<file path="src/rtl/mem_arbiter.sv">
// Round-robin arbiter that shares one single-ported, fixed-latency memory among
// NUM_PORTS requesters, with one transaction in flight at a time.
module mem_arbiter #(
    parameter int NUM_PORTS = 2,
    parameter int ADDR_W    = 32,
    parameter int DATA_W    = 32,
    parameter int MEM_LAT   = 1
) (
    input  logic                            clk,
    input  logic                            rst_n,
    input  logic [NUM_PORTS-1:0]            req_valid,
    output logic [NUM_PORTS-1:0]            req_ready,
    input  logic [NUM_PORTS*ADDR_W-1:0]     req_addr,
    input  logic [NUM_PORTS-1:0]            req_wen,
    input  logic [NUM_PORTS*DATA_W-1:0]     req_wdata,
    input  logic [NUM_PORTS*(DATA_W/8)-1:0] req_wstrb,
    output logic [NUM_PORTS-1:0]            resp_valid,
    output logic                            resp_err,
    output logic [DATA_W-1:0]               resp_rdata,
    output logic                            mem_en,
    output logic                            mem_wen,
    output logic [ADDR_W-1:0]               mem_addr,
    output logic [DATA_W-1:0]               mem_wdata,
    output logic [DATA_W/8-1:0]             mem_wstrb,
    input  logic [DATA_W-1:0]               mem_rdata
);

    localparam int STRB_W = DATA_W / 8;
    localparam int PTR_W  = $clog2(NUM_PORTS);
    localparam int CNT_W  = $clog2(MEM_LAT + 1);
    localparam logic [ADDR_W-1:0] ALIGN_MASK = ADDR_W'(STRB_W - 1);

    typedef enum logic [1:0] {IDLE, ISSUE, WAIT, RESP} state_t;

    state_t              state;
    state_t              state_next;
    logic [PTR_W-1:0]    rr_ptr;
    logic [PTR_W-1:0]    grant_idx;
    logic [PTR_W-1:0]    cand;
    logic                grant_found;
    logic                accept;
    logic                sel_misaligned;
    logic [ADDR_W-1:0]   sel_addr;
    logic [CNT_W-1:0]    lat_cnt;
    logic                txn_wen;
    logic                txn_err;
    logic [DATA_W-1:0]   rdata_q;

    // Search starts just after the last winner so every port gets its turn.
    always_comb begin
        grant_found = 1'b0;
        grant_idx   = rr_ptr;
        cand        = '0;
        for (int k = 1; k <= NUM_PORTS; k++) begin
            cand = PTR_W'((int'(rr_ptr) + k) % NUM_PORTS);
            if (!grant_found && req_valid[cand]) begin
                grant_found = 1'b1;
                grant_idx   = cand;
            end
        end
    end

    assign accept         = (state == IDLE) && grant_found;
    assign sel_addr       = req_addr[grant_idx*ADDR_W +: ADDR_W];
    assign sel_misaligned = |(sel_addr & ALIGN_MASK);

    // Gated by rst_n so no requester sees a handshake while reset is held.
    assign req_ready  = (accept && rst_n) ? (NUM_PORTS'(1) << grant_idx) : '0;
    assign resp_valid = (state == RESP) ? (NUM_PORTS'(1) << rr_ptr) : '0;
    assign resp_err   = (state == RESP) && txn_err;
    assign resp_rdata = (state == RESP && !txn_wen && !txn_err) ? rdata_q : '0;

    always_ff @(posedge clk or negedge rst_n) begin
        if (!rst_n) begin
            state <= IDLE;
        end else begin
            state <= state_next;
        end
    end

    always_comb begin
        state_next = state;
        case (state)
            IDLE:    if (accept) state_next = sel_misaligned ? RESP : ISSUE;
            ISSUE:   state_next = WAIT;
            WAIT:    if (lat_cnt == '0) state_next = RESP;
            RESP:    state_next = IDLE;
            default: state_next = IDLE;
        endcase
    end

    // A misaligned request never reaches the memory pins; it only records the error.
    always_ff @(posedge clk or negedge rst_n) begin
        if (!rst_n) begin
            rr_ptr    <= PTR_W'(NUM_PORTS - 1);
            txn_wen   <= 1'b0;
            txn_err   <= 1'b0;
            lat_cnt   <= '0;
            rdata_q   <= '0;
            mem_en    <= 1'b0;
            mem_wen   <= 1'b0;
            mem_addr  <= '0;
            mem_wdata <= '0;
            mem_wstrb <= '0;
        end else begin
            case (state)
                IDLE: begin
                    if (accept) begin
                        rr_ptr  <= grant_idx;
                        txn_wen <= req_wen[grant_idx];
                        txn_err <= sel_misaligned;
                        if (!sel_misaligned) begin
                            mem_en    <= 1'b1;
                            mem_wen   <= req_wen[grant_idx];
                            mem_addr  <= sel_addr;
                            mem_wdata <= req_wdata[grant_idx*DATA_W +: DATA_W];
                            mem_wstrb <= req_wstrb[grant_idx*STRB_W +: STRB_W];
                        end
                    end
                end
                ISSUE: begin
                    mem_en  <= 1'b0;
                    mem_wen <= 1'b0;
                    lat_cnt <= CNT_W'(MEM_LAT - 1);
                end
                WAIT: begin
                    if (lat_cnt == '0) begin
                        rdata_q <= mem_rdata;
                    end else begin
                        lat_cnt <= lat_cnt - CNT_W'(1);
                    end
                end
                default: ;
            endcase
        end
    end

endmodule

</file>
<file path="config.mk">
export PLATFORM = sky130hd
export DESIGN_NAME = mem_arbiter
export DESIGN_NICKNAME = d
export VERILOG_FILES = /design/src/rtl/mem_arbiter.sv
export SDC_FILE = /design/constraint.sdc
export NUM_CORES = 1
export LEC_CHECK = 0
export BUFFER_PORTS_ARGS = -buffer_cell sky130_fd_sc_hd__buf_4
export CAP_MARGIN = 20
export CORE_AREA = 2 2 110 112
export CTS_BUF_LIST = sky130_fd_sc_hd__clkbuf_2
export CTS_CLUSTER_DIAMETER = 150
export DETAILED_ROUTE_END_ITERATION = 6
export DIE_AREA = 0 0 112 114
export PLACE_DENSITY = 0.76
export SLEW_MARGIN = 10
export SYNTH_ARGS = -nofsm -noshare
export SYNTH_HDL_FRONTEND = slang
export SYNTH_SLANG_ARGS = --single-unit
export TNS_END_PERCENT = 1
</file>
<file path="constraint.sdc">
create_clock -name clk -period 1.9 [get_ports clk]
set_input_delay 0.19 -clock clk [delete_from_list [all_inputs] [get_ports clk]]
set_output_delay 0.19 -clock clk [all_outputs]
set_load 0.01 [all_outputs]
</file>
# Yosys cells after proc, flatten, opt, wreduce, memory -nomap -nowiden

Index checks and enable logic that the tools add are counted.

Register bits after elaboration: 108
Bits in latches: 0
Memory bits (writable): 0
Bits in read-only memories: 0
Input port bits: 174
Word-level logic and storage cells: 73
Memories kept: 0

Add/subtract/negate cells: 3
$mul: 0
Divide/modulo/power cells: 0
$lt $le $gt $ge: 3
Equal/unequal tests: 6
Shift operators: 5
Mux-type cells: 25
Bitwise gates (word level): 2
Reduce and logical (&&, ||, !) cells: 18

Operators by type and width:

| kind                  | number |
|---|---|
| $shiftx A64 B7 Y32    | 2 |
| $mux W32              | 1 |
| $mux W1               | 15 |
| $mux W2               | 5 |
| $pmux W2 S4           | 1 |
| $shiftx A8 B4 Y4      | 1 |
| $logic_and A1 B1 Y1   | 6 |
| $lt A1 B2 Y1 const B  | 3 |
| $ne A2 B2 Y1 const B  | 3 |
| $pmux W1 S2           | 3 |
| $reduce_and A2 Y1     | 3 |
| $reduce_and A3 Y1     | 2 |
| $eq A2 B2 Y1 const B  | 2 |
| $reduce_bool A2 Y1    | 2 |
| $shl A1 B1 Y2 const A | 2 |
| $logic_not A1 Y1      | 3 |
| $add A1 B1 Y1 const B | 2 |
| $eq A2 B1 Y1 const B  | 1 |
| $logic_not A2 Y1      | 1 |
| $not A1 Y1            | 2 |
| $reduce_or A2 Y1      | 1 |
| $sub A1 B1 Y1 const B | 1 |

# Longest topological paths before layout

Depth after elaboration: 12
Mapped depth: 8

# Worst setup path after synthesis

Ideal clock, no wire load.

Path kind: reg-to-reg
From: register rr_ptr
To: register mem_addr[16]
Library setup time: 126 ps
Arrival time: 1,573 ps
Setup slack: 201 ps
Stages on the path, launching flop included: 8
Path buffers: 3
Clock period less this slack: 1,699 ps
Cells stage by stage: dfstp_2 or2_1 clkbuf_1 a211o_1 a21oi_2 buf_2 buf_2 a21oi_1

Cells in the longest elaborated chain, start to end: 11
Elaborated cells between the ends (all ways): 17
Those cells by class: 2 x add/sub; 1 x shift; 8 x mux; 1 x bitwise; 5 x reduce/logical

RTL lines:

| element                                    | RTL line | source |
|---|---|---|
| from (decl)                                | 37       | `logic [PTR_W-1:0] rr_ptr;` |
| from (signal assigned)                     | 95       | `rr_ptr <= PTR_W'(NUM_PORTS - 1);` |
| from (signal assigned)                     | 109      | `rr_ptr <= grant_idx;` |
| $add A1 B1 Y1                              | 55       | `cand = PTR_W'((int'(rr_ptr) + k) % NUM_PORTS);` |
| $mux W1 (implied by the code) (2 in a row) | 56       | `if (!grant_found && req_valid[cand]) begin` |
| $mux W1                                    | 56       |  |
| $logic_not A1 Y1                           | 56       |  |
| $logic_and A1 B1 Y1                        | 56       |  |
| $mux W1                                    | 56       |  |
| $shiftx A64 B7 Y32                         | 64       | `assign sel_addr = req_addr[grant_idx*ADDR_W +: ADDR_W];` |
| $reduce_or A2 Y1                           | 65       | `assign sel_misaligned = \|(sel_addr & ALIGN_MASK);` |
| $not A1 Y1 (no source line)                | n/a      |  |
| $reduce_and A3 Y1 (no source line)         | n/a      |  |
| to (signal assigned)                       | 115      | `mem_addr <= sel_addr;` |
| to (decl)                                  | 22       | `output logic [ADDR_W-1:0] mem_addr,` |

Several ways; a longest one is shown, not always the timed one. The select of a mux whose other input is x is not followed.
A chain may end at the register's enable or synchronous reset.

# Worst setup path after layout

From: register state[1]
To: output port resp_rdata[2]

Cells in the longest elaborated chain, start to end: 4

RTL lines:

| element                          | RTL line | source |
|---|---|---|
| from (decl)                      | 35       | `state_t state;` |
| from (signal assigned)           | 77       | `state <= state_next;` |
| $eq A2 B2 Y1                     | 71       | `assign resp_rdata = (state == RESP && !txn_wen && !txn_err) ? rdata_q : '0;` |
| $logic_and A1 B1 Y1 (2 in a row) | 71       |  |
| $mux W32                         | 71       |  |
| to (decl)                        | 19       | `output logic [DATA_W-1:0] resp_rdata,` |

No other way between the ends.

==> flow_summary.html <==
<table>
<tr><th>Metric</th><th>Value</th></tr>
<tr><th colspan="2">STA</th></tr>
<tr><td>Actual slew at the worst max-slew pin</td><td>0.566 ns</td></tr>
<tr><td>Final setup margin</td><td>-0.255 ns</td></tr>
<tr><td>Final Hold Violating Endpoints</td><td>0</td></tr>
<tr><td>Highest achievable clock rate</td><td>0.464 GHz</td></tr>
<tr><td>Setup Viol. Count Final</td><td>36</td></tr>
<tr><td>Total negative setup slack</td><td>-7.23 ns</td></tr>
<tr><td>Final period util</td><td>113%</td></tr>
<tr><td>Min Clock Period, post-route</td><td>2.15 ns</td></tr>
<tr><td>Final setup skew</td><td>0.0542 ns</td></tr>
<tr><td>Number of pins with negative max-slew slack in the final report</td><td>0</td></tr>
<tr><td>Setup repair after global routing missed its margin</td><td>yes</td></tr>
<tr><td>Final worst hold slack</td><td>0.118 ns</td></tr>
<tr><td>Max transition margin</td><td>62.3%</td></tr>
<tr><th colspan="2">Min path</th></tr>
<tr><td>Min-delay src</td><td>req_addr[32]</td></tr>
<tr><td>Worst min path class</td><td>in2reg</td></tr>
<tr><th colspan="2">Synth</th></tr>
<tr><td>Synth Flop Type</td><td>sky130_fd_sc_hd__dfrtp_1</td></tr>
<tr><td>Yosys top cell by area</td><td>sky130_fd_sc_hd__dfrtp_1</td></tr>
<tr><td>Post-Syn Area per Cell</td><td>11.2 µm²</td></tr>
<tr><td>Number of cells produced by synthesis</td><td>443</td></tr>
<tr><td>Most area-consuming cells after synthesis</td><td>sky130_fd_sc_hd__dfrtp_1 (54%), sky130_fd_sc_hd__mux2i_1 (14%), sky130_fd_sc_hd__mux2_2 (7.3%)</td></tr>
<tr><td>Synth Cell Area</td><td>4940 µm²</td></tr>
<tr><td>Number of enable flip-flop cells after synthesis</td><td>0</td></tr>
<tr><td>Distinct cell type count after synthesis</td><td>30</td></tr>
<tr><td>Top-count cell post-synth</td><td>sky130_fd_sc_hd__dfrtp_1</td></tr>
<tr><td>Commonest cells in the synthesized netlist</td><td>sky130_fd_sc_hd__dfrtp_1 (106), sky130_fd_sc_hd__a21oi_1 (68), sky130_fd_sc_hd__nor2_1 (68), sky130_fd_sc_hd__mux2i_1 (67), sky130_fd_sc_hd__and2_1 (35)</td></tr>
<tr><td>Post-synthesis sequential area ratio</td><td>54.2%</td></tr>
<tr><td>Top cell type's share of synthesized area</td><td>53.7%</td></tr>
<tr><td>Async S/R FF share, synth</td><td>100%</td></tr>
<tr><td>Post-Syn Nets</td><td>622</td></tr>
<tr><td>Synthesis-stage register bit count</td><td>107</td></tr>
<tr><td>Count of yosys warnings during synthesis</td><td>0</td></tr>
<tr><th colspan="2">Critical path</th></tr>
<tr><td>Startpoint of the worst setup timing path</td><td>state[1]</td></tr>
<tr><td>Kind of launch point of the worst setup path</td><td>register</td></tr>
<tr><td>Maximum fanout along the worst path</td><td>8</td></tr>
<tr><td>Data required time at the worst endpoint</td><td>1.71 ns</td></tr>
<tr><td>Worst Setup End Kind</td><td>primary output</td></tr>
<tr><td>Class of the most critical setup path</td><td>reg2out</td></tr>
<tr><td>CP Data Arrival Time</td><td>1.96 ns</td></tr>
<tr><td>Critical R2R Launch</td><td>rr_ptr</td></tr>
<tr><th colspan="2">Detailed routing</th></tr>
<tr><td>Vias post-DR</td><td>5332</td></tr>
<tr><td>Iteration count of the initial detailed-routing pass</td><td>7</td></tr>
<tr><td>Top routing layer used</td><td>met4</td></tr>
<tr><td>Number of design rule violations left after detail routing</td><td>0</td></tr>
<tr><td>Via density</td><td>5.05</td></tr>
<tr><td>Amount of wire on met3 after detailed routing</td><td>1.40 mm</td></tr>
<tr><td>Number of antenna-violating nets in the routed design</td><td>0</td></tr>
<tr><td>WL met2</td><td>9.79 mm</td></tr>
<tr><td>Met1 wire length</td><td>7.05 mm</td></tr>
<tr><td>Wirelength, routed</td><td>19.2 mm</td></tr>
<tr><td>Routed length per placed instance</td><td>18.2 µm</td></tr>
<tr><td>Initial detailed-routing violation count</td><td>329</td></tr>
<tr><th colspan="2">Placement</th></tr>
<tr><td>Final weighted congestion in routability-driven placement</td><td>0.813</td></tr>
<tr><td>Half-perimeter wire length after detailed placement</td><td>9.94 mm</td></tr>
<tr><td>Cell count after placement</td><td>853</td></tr>
<tr><td>Number of buffers inserted by port buffering</td><td>280</td></tr>
<tr><td>Cell area after placement</td><td>7270 µm²</td></tr>
<tr><th colspan="2">Status</th></tr>
<tr><td>Status</td><td>finished with violations</td></tr>
<tr><td>Violated checks</td><td>negative setup slack</td></tr>
<tr><th colspan="2">Finish</th></tr>
<tr><td>Combined flip-flop and latch cell area</td><td>2680 µm²</td></tr>
<tr><td>Total area of multi-input combinational cells</td><td>2250 µm²</td></tr>
<tr><td>Proportion of layout cells with a drive suffix above 1</td><td>44.5%</td></tr>
<tr><td>Layout overhead on the synthesized area</td><td>93.7%</td></tr>
<tr><td>FILL cells</td><td>577</td></tr>
<tr><td>Post-route standard cell area excluding fillers</td><td>9580 µm²</td></tr>
<tr><td>Final Non-Filler Cells</td><td>1055</td></tr>
<tr><td>Nets</td><td>1081</td></tr>
<tr><th colspan="2">CTS</th></tr>
<tr><td>Clock tree from TritonCTS</td><td>done</td></tr>
<tr><td>Clock-pin slew on the worst setup and hold paths</td><td>0.27 ns</td></tr>
<tr><td>TritonCTS buffer count</td><td>9</td></tr>
<tr><td>Worst-skew pair later-pin latency</td><td>0.59 ns</td></tr>
<tr><td>Clock root buffer master</td><td>sky130_fd_sc_hd__clkbuf_2</td></tr>
<tr><td>Total number of H-tree levels</td><td>3</td></tr>
<tr><td>Maximum number of buffers from clock root to sink</td><td>2</td></tr>
<tr><td>Number of clock sinks</td><td>107</td></tr>
<tr><th colspan="2">Floorplanning</th></tr>
<tr><td>Full die area</td><td>12800 µm²</td></tr>
<tr><td>Core ar.</td><td>11700 µm²</td></tr>
<tr><td>Total I/O pin count</td><td>281</td></tr>
<tr><td>Initial core utilization</td><td>42.2%</td></tr>
<tr><td>Horizontal die dimension</td><td>112 µm</td></tr>
<tr><td>Row cnt</td><td>40</td></tr>
<tr><td>Die height</td><td>114 µm</td></tr>
<tr><th colspan="2">GRT</th></tr>
<tr><td>Number of global-route vias before repair</td><td>5817</td></tr>
<tr><td>Initial antenna violation count</td><td>1</td></tr>
<tr><td>Overflow left after global routing</td><td>0</td></tr>
<tr><td>Total GRT Usage</td><td>29.5%</td></tr>
<tr><td>First-pass GRT wire length</td><td>29.5 mm</td></tr>
<tr><td>Maximum number of pins on one net before global-route repair</td><td>108</td></tr>
<tr><th colspan="2">Power</th></tr>
<tr><td>Worst vdd rail ir drop</td><td>0.641 mV</td></tr>
<tr><td>PwrDens</td><td>1220 nW/µm²</td></tr>
<tr><td>Leakage</td><td>4.59 nW</td></tr>
<tr><td>Power consumption</td><td>11.7 mW</td></tr>
<tr><th colspan="2">Flow run</th></tr>
<tr><td>Max capacitance violation total</td><td>0</td></tr>
</table>
-- kinds of logic (layout without fill, tap and decap cells) --
logic type | after synthesis | count (layout) | synth area share (%)
compound gates | 79 | 79 | 8.46
fa+ha+maj | 5 | 5 | 1.27
buf+inv | 35 | 499 | 3.90
flops | 107 | 107 | 54.2
mux | 99 | 99 | 20.9
other cells | 0 | 1 | 0
simple gates | 118 | 118 | 11.3
-- per-stage QoR --
step	util (%)	setup slack, ns
floorplan	-	0.201
global placement	62.1	0.141
finish	81.8	-0.255
detailed placement	62.1	0.0278
CTS	80.6	-0.249
global route	81.8	-0.393
-- report_power, final --
| group | internal [mW] | switching, mW |
|---|---|---|
| combinational | 3.58 | 2.88 |
| sequential | 3.41 | 0.742 |
| clock | 0.307 | 0.751 |
| total | 7.30 | 4.37 |
-- routing by layer --
metal / up-vias / global-route usage (%)
met3: 78 / 7.60
met2: 295 / 52.5
met4: 0 / 15.4
met5: - / 0
li1: 2432 / -
met1: 2527 / 32.7
-- worst max-delay path: stages (launching register included) --
cell                      delay [ns]
sky130_fd_sc_hd__dfrtp_1        0.45
sky130_fd_sc_hd__ha_2           0.20
sky130_fd_sc_hd__nor3b_4        0.20
sky130_fd_sc_hd__buf_6          0.16
sky130_fd_sc_hd__buf_8          0.15
sky130_fd_sc_hd__and2_1         0.15
sky130_fd_sc_hd__buf_6          0.10
-- flip-flops by register name, summed over array words and instances (netlist names) --
register and flops:
mem_addr 32, mem_en 1, mem_wdata 32, mem_wen 1, mem_wstrb 4, rdata_q 32
rr_ptr 1, state 2, txn_err 1, txn_wen 1
-- final cells by class --
type,count,area share [%]
antenna,1,0.0261
clock buffer,11,0.575
clock inverter,5,0.562
inverter,5,0.222
multi-input combinational,301,23.5
sequential,107,28.0
tap,147,1.92
timing repair buffer,478,45.2
-- timing repair --
action | in CTS | in global routing
endpoints found under the setup margin | 35 | 77
buffers inserted | 8 | 2
gates cloned | 4 | 0
hold buffers | 169 | 2
pin swaps | 19 | 17
hold endpoints to repair | 208 | 1
gates resized for setup | 73 | 30
-- worst paths after layout --
| path | endpoint | slack (ns) | depth (start not counted) |
|---|---|---|---|
| setup / recovery | resp_rdata[2] | -0.25 | 6 |
| hold / removal | txn_err | 0.12 | 4 |
| setup reg to reg | mem_wdata[26] | 0.05 | 7 |
| hold reg to reg | mem_addr[1] | 0.54 | 1 |
| max in group asynchronous | mem_wdata[25] | 1.21 | 3 |
| min in group asynchronous | rdata_q[28] | 0.25 | 3 |
-- cell usage in the layout (no fill, tap or decap), types with 2 or more instances in the layout --
master | Yosys | routed
sky130_fd_sc_hd__a21oi_1 | 68 | 65
sky130_fd_sc_hd__a21oi_2 | 1 | 3
sky130_fd_sc_hd__and2_1 | 35 | 4
sky130_fd_sc_hd__and2_4 | 0 | 31
sky130_fd_sc_hd__buf_12 | 0 | 7
sky130_fd_sc_hd__buf_4 | 3 | 253
sky130_fd_sc_hd__buf_6 | 5 | 42
sky130_fd_sc_hd__buf_8 | 0 | 3
sky130_fd_sc_hd__clkbuf_2 | 0 | 11
sky130_fd_sc_hd__clkinvlp_4 | 0 | 2
sky130_fd_sc_hd__dfrtp_1 | 106 | 106
sky130_fd_sc_hd__dlygate4sd3_1 | 0 | 171
sky130_fd_sc_hd__ha_1 | 5 | 3
sky130_fd_sc_hd__inv_1 | 5 | 3
sky130_fd_sc_hd__mux2_2 | 32 | 32
sky130_fd_sc_hd__mux2i_1 | 67 | 67
sky130_fd_sc_hd__nand2_1 | 3 | 2
sky130_fd_sc_hd__nor2_1 | 68 | 67
sky130_fd_sc_hd__nor2b_1 | 4 | 4
sky130_fd_sc_hd__nor3_1 | 2 | 2
sky130_fd_sc_hd__nor3b_4 | 0 | 2
sky130_fd_sc_hd__o21ai_0 | 3 | 3
Power figures use the tool's default switching activity.
